===== src/rtl/divisor_secuencial_pkg.sv =====
// Shared ALU definitions for the sequential divider: FSM state type and
// iteration-counter sizing helper.
package divisor_secuencial_pkg;

  typedef enum logic [1:0] {IDLE, RUN, DONE} div_state_t;

  // Counter width for a divider of n-bit operands.
  function automatic int unsigned cnt_width(input int unsigned n);
    return $clog2(n + 1);
  endfunction

endpackage


===== src/rtl/divisor_secuencial_sumador.sv =====
// W-bit ripple adder with carry in/out; the divider uses it as a subtractor.
module divisor_secuencial_sumador #(
  parameter int unsigned W = 5
) (
  input  logic [W-1:0] a,
  input  logic [W-1:0] b,
  input  logic         cin,
  output logic [W-1:0] sum,
  output logic         cout
);

  assign {cout, sum} = {1'b0, a} + {1'b0, b} + {{W{1'b0}}, cin};

endmodule


===== src/rtl/divisor_secuencial.sv =====
// N-bit unsigned restoring divider, one trial subtraction per RUN cycle,
// driven through a start/done handshake.
module divisor_secuencial
  import divisor_secuencial_pkg::*;
#(
  parameter int unsigned N = 4
) (
  input  logic         clk,
  input  logic         rst_n,
  input  logic         start,
  input  logic [N-1:0] dividend,
  input  logic [N-1:0] divisor,
  output logic         busy,
  output logic         done,
  output logic [N-1:0] quotient,
  output logic [N-1:0] remainder,
  output logic         div_by_zero
);

  localparam int unsigned CW = cnt_width(N);
  localparam logic [CW-1:0] LastIter = CW'(N - 1);

  div_state_t    state;
  logic [N:0]    r;
  logic [N-1:0]  q;
  logic [N-1:0]  d;
  logic [CW-1:0] cnt;

  logic [N:0]    r_shift;
  logic [N:0]    t;
  logic          no_borrow;
  logic [N:0]    r_next;
  logic [N-1:0]  q_next;

  assign r_shift = {r[N-1:0], q[N-1]};

  // R' - D computed as R' + ~D + 1; carry-out set means R' >= D.
  divisor_secuencial_sumador #(
    .W (N + 1)
  ) u_sumador (
    .a    (r_shift),
    .b    (~{1'b0, d}),
    .cin  (1'b1),
    .sum  (t),
    .cout (no_borrow)
  );

  assign r_next = no_borrow ? t : r_shift;
  assign q_next = {q[N-2:0], no_borrow};

  always_ff @(posedge clk or negedge rst_n) begin
    if (!rst_n) begin
      state       <= IDLE;
      r           <= '0;
      q           <= '0;
      d           <= '0;
      cnt         <= '0;
      busy        <= 1'b0;
      done        <= 1'b0;
      quotient    <= '0;
      remainder   <= '0;
      div_by_zero <= 1'b0;
    end else begin
      case (state)
        IDLE: begin
          done <= 1'b0;
          if (start) begin
            r    <= '0;
            q    <= dividend;
            d    <= divisor;
            cnt  <= '0;
            busy <= 1'b1;
            if (divisor == '0) begin
              state       <= DONE;
              done        <= 1'b1;
              quotient    <= '1;
              remainder   <= dividend;
              div_by_zero <= 1'b1;
            end else begin
              state <= RUN;
            end
          end
        end
        RUN: begin
          r   <= r_next;
          q   <= q_next;
          cnt <= cnt + CW'(1);
          if (cnt == LastIter) begin
            state       <= DONE;
            done        <= 1'b1;
            quotient    <= q_next;
            remainder   <= r_next[N-1:0];
            div_by_zero <= 1'b0;
          end
        end
        DONE: begin
          state <= IDLE;
          busy  <= 1'b0;
          done  <= 1'b0;
        end
        default: state <= IDLE;
      endcase
    end
  end

endmodule


===== config.mk =====
export PLATFORM = sky130hd
export DESIGN_NAME = divisor_secuencial
export DESIGN_NICKNAME = d
export VERILOG_FILES = /design/src/rtl/divisor_secuencial_pkg.sv /design/src/rtl/divisor_secuencial_sumador.sv /design/src/rtl/divisor_secuencial.sv
export SDC_FILE = /design/constraint.sdc
export NUM_CORES = 1
export LEC_CHECK = 0
export BUFFER_PORTS_ARGS = -buffer_cell sky130_fd_sc_hd__buf_2
export CORE_UTILIZATION = 40
export DETAILED_ROUTE_END_ITERATION = 10
export SLEW_MARGIN = 20
export SYNTH_ARGS = -nofsm -noshare
export SYNTH_HDL_FRONTEND = slang
export SYNTH_HIERARCHICAL = 1
export SYNTH_SLANG_ARGS = --single-unit

===== constraint.sdc =====
create_clock -name clk -period 2.2 [get_ports clk]
set_input_delay 0.66 -clock clk [delete_from_list [all_inputs] [get_ports clk]]
set_output_delay 0.66 -clock clk [all_outputs]
set_load 0.05 [all_outputs]

**Word-level counts from Yosys, hierarchy flattened**

Cells that the tools add are included.

- Bits of input ports: 11
- Register bits after elaboration: 28
- Output and inout bits: 11
- Logic and storage cells: 60

- Reductions and logical operators: 11
- Add/subtract/negate cells: 3
- Muxes and demuxes: 29
- Equal/unequal tests: 6
- Bitwise operators: 1

Operators by type and width:

| cell | number |
|---|---|
| 4-bit 2-to-1 mux | 9 |
| 4-bit one-hot mux with 2 select lines | 4 |
| 2-bit AND reduction | 5 |
| 1-bit 2-to-1 mux | 7 |
| 5-bit by 5-bit adder with 6-bit output | 1 |
| 6-bit by 1-bit adder with 6-bit output (second input constant) | 1 |
| 2-bit 2-to-1 mux | 3 |
| 2-bit inequality test (second input constant) | 3 |
| 3-bit one-hot mux with 2 select lines | 1 |
| 4-bit inverter with 5-bit output | 1 |
| 4-bit logical NOT | 1 |
| 1-bit one-hot mux with 2 select lines | 2 |
| 2-bit one-hot mux with 2 select lines | 1 |
| 4-bit AND reduction | 1 |
| 2-bit nonzero test | 2 |
| 3-bit by 1-bit adder with 3-bit output (second input constant) | 1 |
| 3-bit by 2-bit equality test with 1-bit output (second input constant) | 1 |
| 3-bit 2-to-1 mux | 1 |
| 1-bit one-hot mux with 3 select lines | 1 |
| 3-bit nonzero test | 1 |
| 2-bit by 1-bit equality test with 1-bit output (second input constant) | 1 |
| 2-bit equality test (second input constant) | 1 |
| 2-bit logical NOT | 1 |

**Logic depth before layout (Yosys ltp)**

Gate-level depths: netlist of the first run.

- Depth after elaboration: 6
- Gate-level depth with buffers: 10
- Mapped depth without buffers: 9

**Hierarchy**

The synthesis of the first run kept the hierarchy.

By module, submodules not included:

| module | cells each | instances | sequential area each (um^2) | area an instance (um^2) |
|---|---|---|---|---|
| divisor_secuencial | 124 | 1 | 700.7 | 1395.1 |
| divisor_secuencial_sumador | 24 | 1 | 0.0 | 198.9 |

**Worst setup path after synthesis of the first run**

Ideal clock, no wire load.

- Path type: reg2reg
- Start point: register d[0]
- End point: register remainder[2]
- Stages on the path, launching flop included: 11
- Data required time: 2.075 ns
- Buffers on the path: 1
- Arrival time: 2.089 ns
- Clock period less this slack: 2.213 ns
- Path slack: -0.013 ns
- Setup time: 0.125 ns
- Cell sequence: dfrtp_1 -> inv_1 -> inv_1 -> fa_1 -> nor2b_1 -> o211ai_1 -> a21oi_1 -> clkbuf_1 -> mux2i_1 -> a21oi_1 -> mux2_2

- Cells in the longest elaborated chain, start to end: 6

Ends and longest elaborated chain:

| what | line | text |
|---|---|---|
| from (decl) | divisor_secuencial.sv:26 | `logic [N-1:0] d;` |
| from (signal assigned) | divisor_secuencial.sv:70 | `d <= divisor;` |
| 4-bit inverter with 5-bit output | divisor_secuencial.sv:42 | `.b (~{1'b0, d}),` |
| 5-bit by 5-bit adder with 6-bit output | divisor_secuencial_sumador.sv:12 | `assign {cout, sum} = {1'b0, a} + {1'b0, b} + {{W{1'b0}}, cin};` |
| 6-bit by 1-bit adder with 6-bit output | divisor_secuencial_sumador.sv:12 |  |
| via no_borrow | divisor_secuencial.sv:31 | `logic no_borrow;` |
| 4-bit 2-to-1 mux | divisor_secuencial.sv:48 | `assign r_next = no_borrow ? t : r_shift;` |
| 4-bit 2-to-1 mux | divisor_secuencial.sv:88 | `if (cnt == LastIter) begin` |
| 4-bit one-hot mux with 2 select lines | divisor_secuencial.sv:64 | `case (state)` |
| to (signal assigned) | divisor_secuencial.sv:77 | `remainder <= dividend;` |
| to (signal assigned) | divisor_secuencial.sv:92 | `remainder <= r_next[N-1:0];` |
| to (decl) | divisor_secuencial.sv:16 | `output logic [N-1:0] remainder,` |

The timed path passes the listed nets, and every way through them passes these cells. The select of a mux whose other input is x is not followed.
A chain may end at the register's enable or synchronous reset.

**Worst setup path after layout of the first run**

- Start point: register q[3]
- End point: register remainder[1]

- Cells in the longest elaborated chain, start to end: 5

Ends and longest elaborated chain:

| what | line | text |
|---|---|---|
| from (decl) | divisor_secuencial.sv:25 | `logic [N-1:0] q;` |
| from (signal assigned) | divisor_secuencial.sv:69 | `q <= dividend;` |
| from (signal assigned) | divisor_secuencial.sv:86 | `q <= q_next;` |
| 5-bit by 5-bit adder with 6-bit output | divisor_secuencial_sumador.sv:12 |  |
| 6-bit by 1-bit adder with 6-bit output | divisor_secuencial_sumador.sv:12 |  |
| via no_borrow | divisor_secuencial.sv:31 |  |
| 4-bit 2-to-1 mux | divisor_secuencial.sv:48 |  |
| 4-bit 2-to-1 mux | divisor_secuencial.sv:88 |  |
| 4-bit one-hot mux with 2 select lines | divisor_secuencial.sv:64 |  |

The timed path passes the listed nets, and every way through them passes these cells. The select of a mux whose other input is x is not followed.

==> flow_summary.yaml, run 1 <==
pwr:
  p_total_mw: 3.07
  power_density_mw_per_mm2: 1590
  p_leak_nw: 0.880
  peakVddDrop_uv: 683
run_status:
  status: "complete, no violations"
setup_path:
  crit_required_ns: 2.37
  worstSetupStartpointType: "flip-flop"
  crit_family: "multiplexers"
  critical_path.cell_chain: "inv_2 -> fa_2 -> nor2b_2 -> o211ai_1 -> a21oi_1 -> buf_4 -> mux2i_4 -> a21oi_2 -> mux2_4"
  cp_slowest_stage_delay_ns: 0.40
  crit_buf_inv: 2
  crit_path_end_kind: "flip-flop"
  path_max_fanout: 5
  cp.arrival_ns: 2.32
  path_class: "reg -> reg"
  crit_slowest_cell: "dfrtp_1"
  rrSetupSlack_ns: 0.05
finish:
  multi_input_area_sq_um: 873
  regArea_sq_um: 701
  layout-drive-gt1-share_pct: 36.0
  area_growth_pct: 23.4
  fin_util_pct: 52.1
  antenna_cells: 0
  fin_nets: 203
  stdcell_area_sq_mm: 0.00194
  fill_cells: 353
place:
  gp_congestion: 0.821
  placed_area_sq_mm: 0.00178
  io_buffers: 21
  dp_hpwl_mm: 2.46
floorplanning:
  dieArea_sq_mm: 0.00418
  io_pins: 22
  die_w_microns: 64.6
  die-height_microns: 64.6
  start_util_pct: 42.2
  rows: 22
  coreArea_sq_mm: 0.00372
timing:
  slew_headroom_pct: 58.3
  min_period_ns: 2.15
  rsz0062_at_grt: "yes"
  finalHoldViolCount: 0
  drv_slew: 0
  setup_violations: 0
  worst_pin_slew_ns: 0.626
  fin_worst_skew_ns: 0.00365
  finalCritPeriodShare_pct: 97.7
  fmax_mhz: 465
  fin_setup_tns_ns: 0
clocking:
  clockRootBuffer: "clkbuf_8"
  cts_tree: "done"
  cts.clk_slew.worst_paths_ns: 0.10
  insertion_delay_ns: 0.27
  cts_num_sinks: 28
  numCtsBuffers: 3
  cts_buffer_depth: 2
  htree_levels: 1
drt:
  ant_nets: 0
  post_drt_via_cell_ratio: 5.16
  via_count: 1167
  wl_mm: 3.28
  avgRoutedWirePerCell_microns: 14.5
  dr.first_iter.drc_count: 72
  firstDrtPassIters: 4
  drc: 0
global_routing:
  gr-usage-all-layers_pct: 17.8
  grt_first_pass_wirelength_mm: 5.66
  grt_pass1_vias: 1179
  overflow: 0
  grt_antenna_before_repair: 0
  grt_max_degree: 29
synth:
  syn_avg_cell_area_sq_um: 10.8
  yosysWarnings: 6
  syn_inst: 145
  syn_area_sq_mm: 0.00157
min_path:
  min_path_type: "in -> async"
flow_run:
  cap_violations: 0
power breakdown:
group	switching, mW	internal [mW]	total [mW]
clock network	0.160	0.160	0.320
logic	1.09	0.808	1.90
registers	0.130	0.724	0.854
total	1.38	1.69	3.07
worst paths after layout:
| check | cells after the start | from | endpoint |
|---|---|---|---|
| max reg2reg | 9 | q[3]$_DFFE_PN0P_ | remainder[1]$_DFFE_PN0P_ |
| max in group asynchronous | 1 | rst_n | d[3]$_DFFE_PN0P_ |
| min in group clk | 1 | cnt[2]$_DFFE_PN0P_ | cnt[2]$_DFFE_PN0P_ |
| max | 9 | q[3]$_DFFE_PN0P_ | remainder[1]$_DFFE_PN0P_ |
| min reg2reg | 1 | cnt[2]$_DFFE_PN0P_ | cnt[2]$_DFFE_PN0P_ |
| min | 1 | rst_n | r[0]$_DFFE_PN0P_ |
sequential cells by signal (all words and copies together), names as in the netlist:
| register | cells |
|---|---|
| r | 4 |
| done | 1 |
| quotient | 4 |
| q | 4 |
| d | 4 |
| cnt | 3 |
| state | 2 |
| busy | 1 |
| div_by_zero | 1 |
| remainder | 4 |
cells in the final DEF, fill, tap and decap left out, drive strengths merged:
cell     instances
a21oi            7
a22o             4
a22oi            1
a32o             1
buf             34
clkbuf           4
conb             2
dfrtp           28
fa               2
ha              11
inv             12
mux2             9
mux2i           10
nand2            3
nand2b           2
nand3            1
nand4b           2
nor2             8
nor2b            4
nor3             5
nor4             1
o211ai           1
o21ai           14
o22a             4
o2bb2ai          1
o31ai            2
o41a             1
or2              2
xnor2            1
xor2             1
final cells by class:
type	instances	share of cell area (%)
Timing Repair Buffer	34	10.5
Clock buffer	4	2.84
Multi-Input combinational cell	100	45.1
Tap cell	48	3.10
Sequential cell	28	36.2
Inverter	12	2.33
through the flow:
| step | worst slack, ns | hold WS (ns) | instances |
|---|---|---|---|
| after floorplan | 0.0852 | 0.364 | 146 |
| after global placement | -0.0414 | 0.477 | 218 |
| after detailed placement | -0.0583 | 0.486 | 218 |
| after CTS | 0.0163 | 0.420 | 224 |
| after global routing | -0.0613 | 0.447 | 226 |
| final | 0.0514 | 0.394 | 226 |
repair_timing:
action	4_1_cts	5_1_grt
buffers inserted	2	2
resized for setup	3	14
hold buffers	0	0
pin swaps	0	7
setup endpoints to repair	4	8
metal layers:
| layer | vias to the layer above | track usage (%) | part of all wire, % |
|---|---|---|---|
| met3 | 2 | 2.46 | 2.8 |
| met2 | 19 | 30.5 | 51 |
| met4 | 0 | 5.56 | 0.61 |
| met5 | - | 0 | 0 |
| li1 | 578 | - | - |
| met1 | 568 | 23.0 | 45 |
(Power assumes the default switching activity.)
==> inputs of run 2 (changes only) <==
--- a/config.mk
+++ b/config.mk
@@ -6,8 +6,10 @@
 export NUM_CORES = 1
 export LEC_CHECK = 0
 export BUFFER_PORTS_ARGS = -buffer_cell sky130_fd_sc_hd__buf_2
-export CORE_UTILIZATION = 40
+export CORE_UTILIZATION = 51
 export DETAILED_ROUTE_END_ITERATION = 10
+export GPL_ROUTABILITY_DRIVEN = 1
+export PLACE_DENSITY = 0.75
 export SLEW_MARGIN = 20
 export SYNTH_ARGS = -nofsm -noshare
 export SYNTH_HDL_FRONTEND = slang
==> run 2 against run 1 <==
Against the previous run: the run now ends with design-rule violations left; register-to-register slack is essentially flat; sequential share of layout area grew 0.94 points; die area shrank 21%; wire length is 3.2% higher; cell area decreased by 2.5%; clock skew up 0.0040 ns; final cell count down 9.3%; clock-buffer cell count decreased by 1; utilization is 15 points higher; critical endpoint is now remainder[0]$_DFFE_PN0P_; largest cell class unchanged; largest power group unchanged.
==> flow_summary.yaml, run 2 (synthesis results as in run 1) <==
timing:
  setup_violations: 0
  fin_setup_tns_ns: 0
  slew_headroom_pct: 57.2
  rsz0062_at_grt: "yes"
  drv_slew: 0
  fin_hold_ws_ns: 0.325
  fmax_mhz: 468
  fin_worst_skew_ns: 0.00770
  worst_pin_slew_ns: 0.637
  finalCritPeriodShare_pct: 97.0
  min_period_ns: 2.13
  finalHoldViolCount: 0
pwr:
  p_leak_nw: 0.863
  power_density_mw_per_mm2: 1630
  peakVddDrop_uv: 997
place:
  gp_congestion: 0.817
  dp_hpwl_mm: 2.46
  place_inst: 199
  io_buffers: 21
drt:
  wl_met3_microns: 127
  dr.first_iter.drc_count: 45
  routed.top_layer: "met4"
  wl_met1_mm: 1.44
  drc: 2
  post_drt_via_cell_ratio: 5.82
  wl_mm: 3.38
  wl_met2_mm: 1.77
  ant_nets: 0
  avgRoutedWirePerCell_microns: 16.5
  firstDrtPassIters: 7
  via_count: 1194
setup_path:
  path_class: "reg -> reg"
  cp.arrival_ns: 2.37
  critical_path.cell_chain: "inv_1 -> inv_2 -> fa_2 -> nor2b_4 -> o211ai_1 -> a21oi_1 -> buf_4 -> mux2i_4 -> a21oi_2 -> mux2_4"
  crit_required_ns: 2.44
  path_max_fanout: 5
  cp_slowest_stage_delay_ns: 0.40
  crit_path_end_kind: "flip-flop"
  worstSetupStartpointType: "flip-flop"
  crit_slowest_cell: "dfrtp_1"
clocking:
  cts_tree: "done"
  cts.clk_slew.worst_paths_ns: 0.16
  cts_buffer_depth: 2
  clockRootBuffer: "clkbuf_4"
  numCtsBuffers: 3
  cts_num_sinks: 28
  htree_levels: 1
  insertion_delay_ns: 0.33
finish:
  mostFrequentLayoutCells: "dfrtp_1 (28), buf_2 (21), o21ai_0 (12)"
  antenna_cells: 0
  layout-drive-gt1-share_pct: 33.9
  fin_nets: 199
  area_growth_pct: 20.3
  final_common_cell: "dfrtp_1"
  final_cells: 205
min_path:
  min_path_type: "in -> async"
flow_run:
  cap_violations: 0
floorplanning:
  rows: 19
  die_w_microns: 57.5
  io_pins: 22
  die-height_microns: 57.5
  dieArea_sq_mm: 0.00330
  coreArea_sq_mm: 0.00283
  start_util_pct: 55.5
global_routing:
  grt_max_degree: 29
  grt_antenna_before_repair: 0
  gr-usage-all-layers_pct: 22.5
  grt_pass1_vias: 1224
  overflow: 0
  grt_first_pass_wirelength_mm: 5.60
run_status:
  violations: "design-rule violations"
  status: "complete, but fails checks"
run 2: cell count changes in the layout (fill, tap and decap cells not counted), sizes merged:
cell | previous run | this run
clkbuf | 4 | 3
buf | 34 | 30
bufinv | 0 | 1
run 2: critical path, delay by kind of cell (launching register included):
family,cells,cell delay (ns)
muxes,2,0.54
and+or+nand+nor,1,0.13
buffers and inverters,3,0.31
DFF,1,0.40
adders and majority gates,1,0.36
AOI/OAI and AO/OA,3,0.31
run 2: path summary, 6_finish.rpt:
path | depth (start not counted) | slack, ns | start | end
setup / recovery | 10 | 0.07 | d[0]$_DFFE_PN0P_ | remainder[0]$_DFFE_PN0P_
max in group asynchronous | 1 | 1.46 | rst_n | d[2]$_DFFE_PN0P_
setup reg to reg | 10 | 0.07 | d[0]$_DFFE_PN0P_ | remainder[0]$_DFFE_PN0P_
min in group clk | 1 | 0.51 | cnt[0]$_DFFE_PN0P_ | cnt[0]$_DFFE_PN0P_
hold reg to reg | 1 | 0.51 | cnt[0]$_DFFE_PN0P_ | cnt[0]$_DFFE_PN0P_
hold / removal | 1 | 0.33 | rst_n | remainder[0]$_DFFE_PN0P_
run 2: where the power goes:
part	total (mW)	internal, mW	leakage [nW]	switching (mW)
combinational	1.88	0.774	0.502	1.11
sequential	0.863	0.722	0.333	0.141
clock	0.338	0.184	0.0279	0.154
run 2: timing repair:
action,4_1_cts,5_1_grt
hold buffers,0,0
endpoints found under the setup margin,4,6
pin swaps,0,7
resized for setup,4,13
setup buffers,2,0
run 2: area by class of cell:
| cell class | count | area [sq um] |
|---|---|---|
| Clock buffer | 3 | 22.5 |
| Clock inverter | 1 | 30.0 |
| Fill cell | 211 | 941 |
| Inverter | 12 | 45.0 |
| Multi-Input combinational cell | 100 | 878 |
| Sequential cell | 28 | 701 |
| Tap cell | 31 | 38.8 |
| Timing Repair Buffer | 30 | 173 |
run 2: through the flow:
step | utilization [%] | setup WS, ns | cell area, sq um | total power [mW]
3_5_place_dp | 61.7 | -0.0626 | 1750 | 2.52
3_3_place_gp | 61.7 | 0.00771 | 1750 | 2.44
2_1_floorplan | - | 0.0852 | 1570 | 2.06
4_1_cts | 64.6 | 0.0515 | 1830 | 2.92
6_report | 66.7 | 0.0651 | 1890 | 3.08
5_1_grt | 66.7 | -0.0709 | 1890 | 3.30
run 2: layer usage:
| layer | vias to the layer above | global-route usage, % |
|---|---|---|
| li1 | 576 | - |
| met1 | 587 | 28.2 |
| met2 | 25 | 38.9 |
| met3 | 6 | 3.40 |
| met4 | 0 | 9.06 |
| met5 | - | 0 |
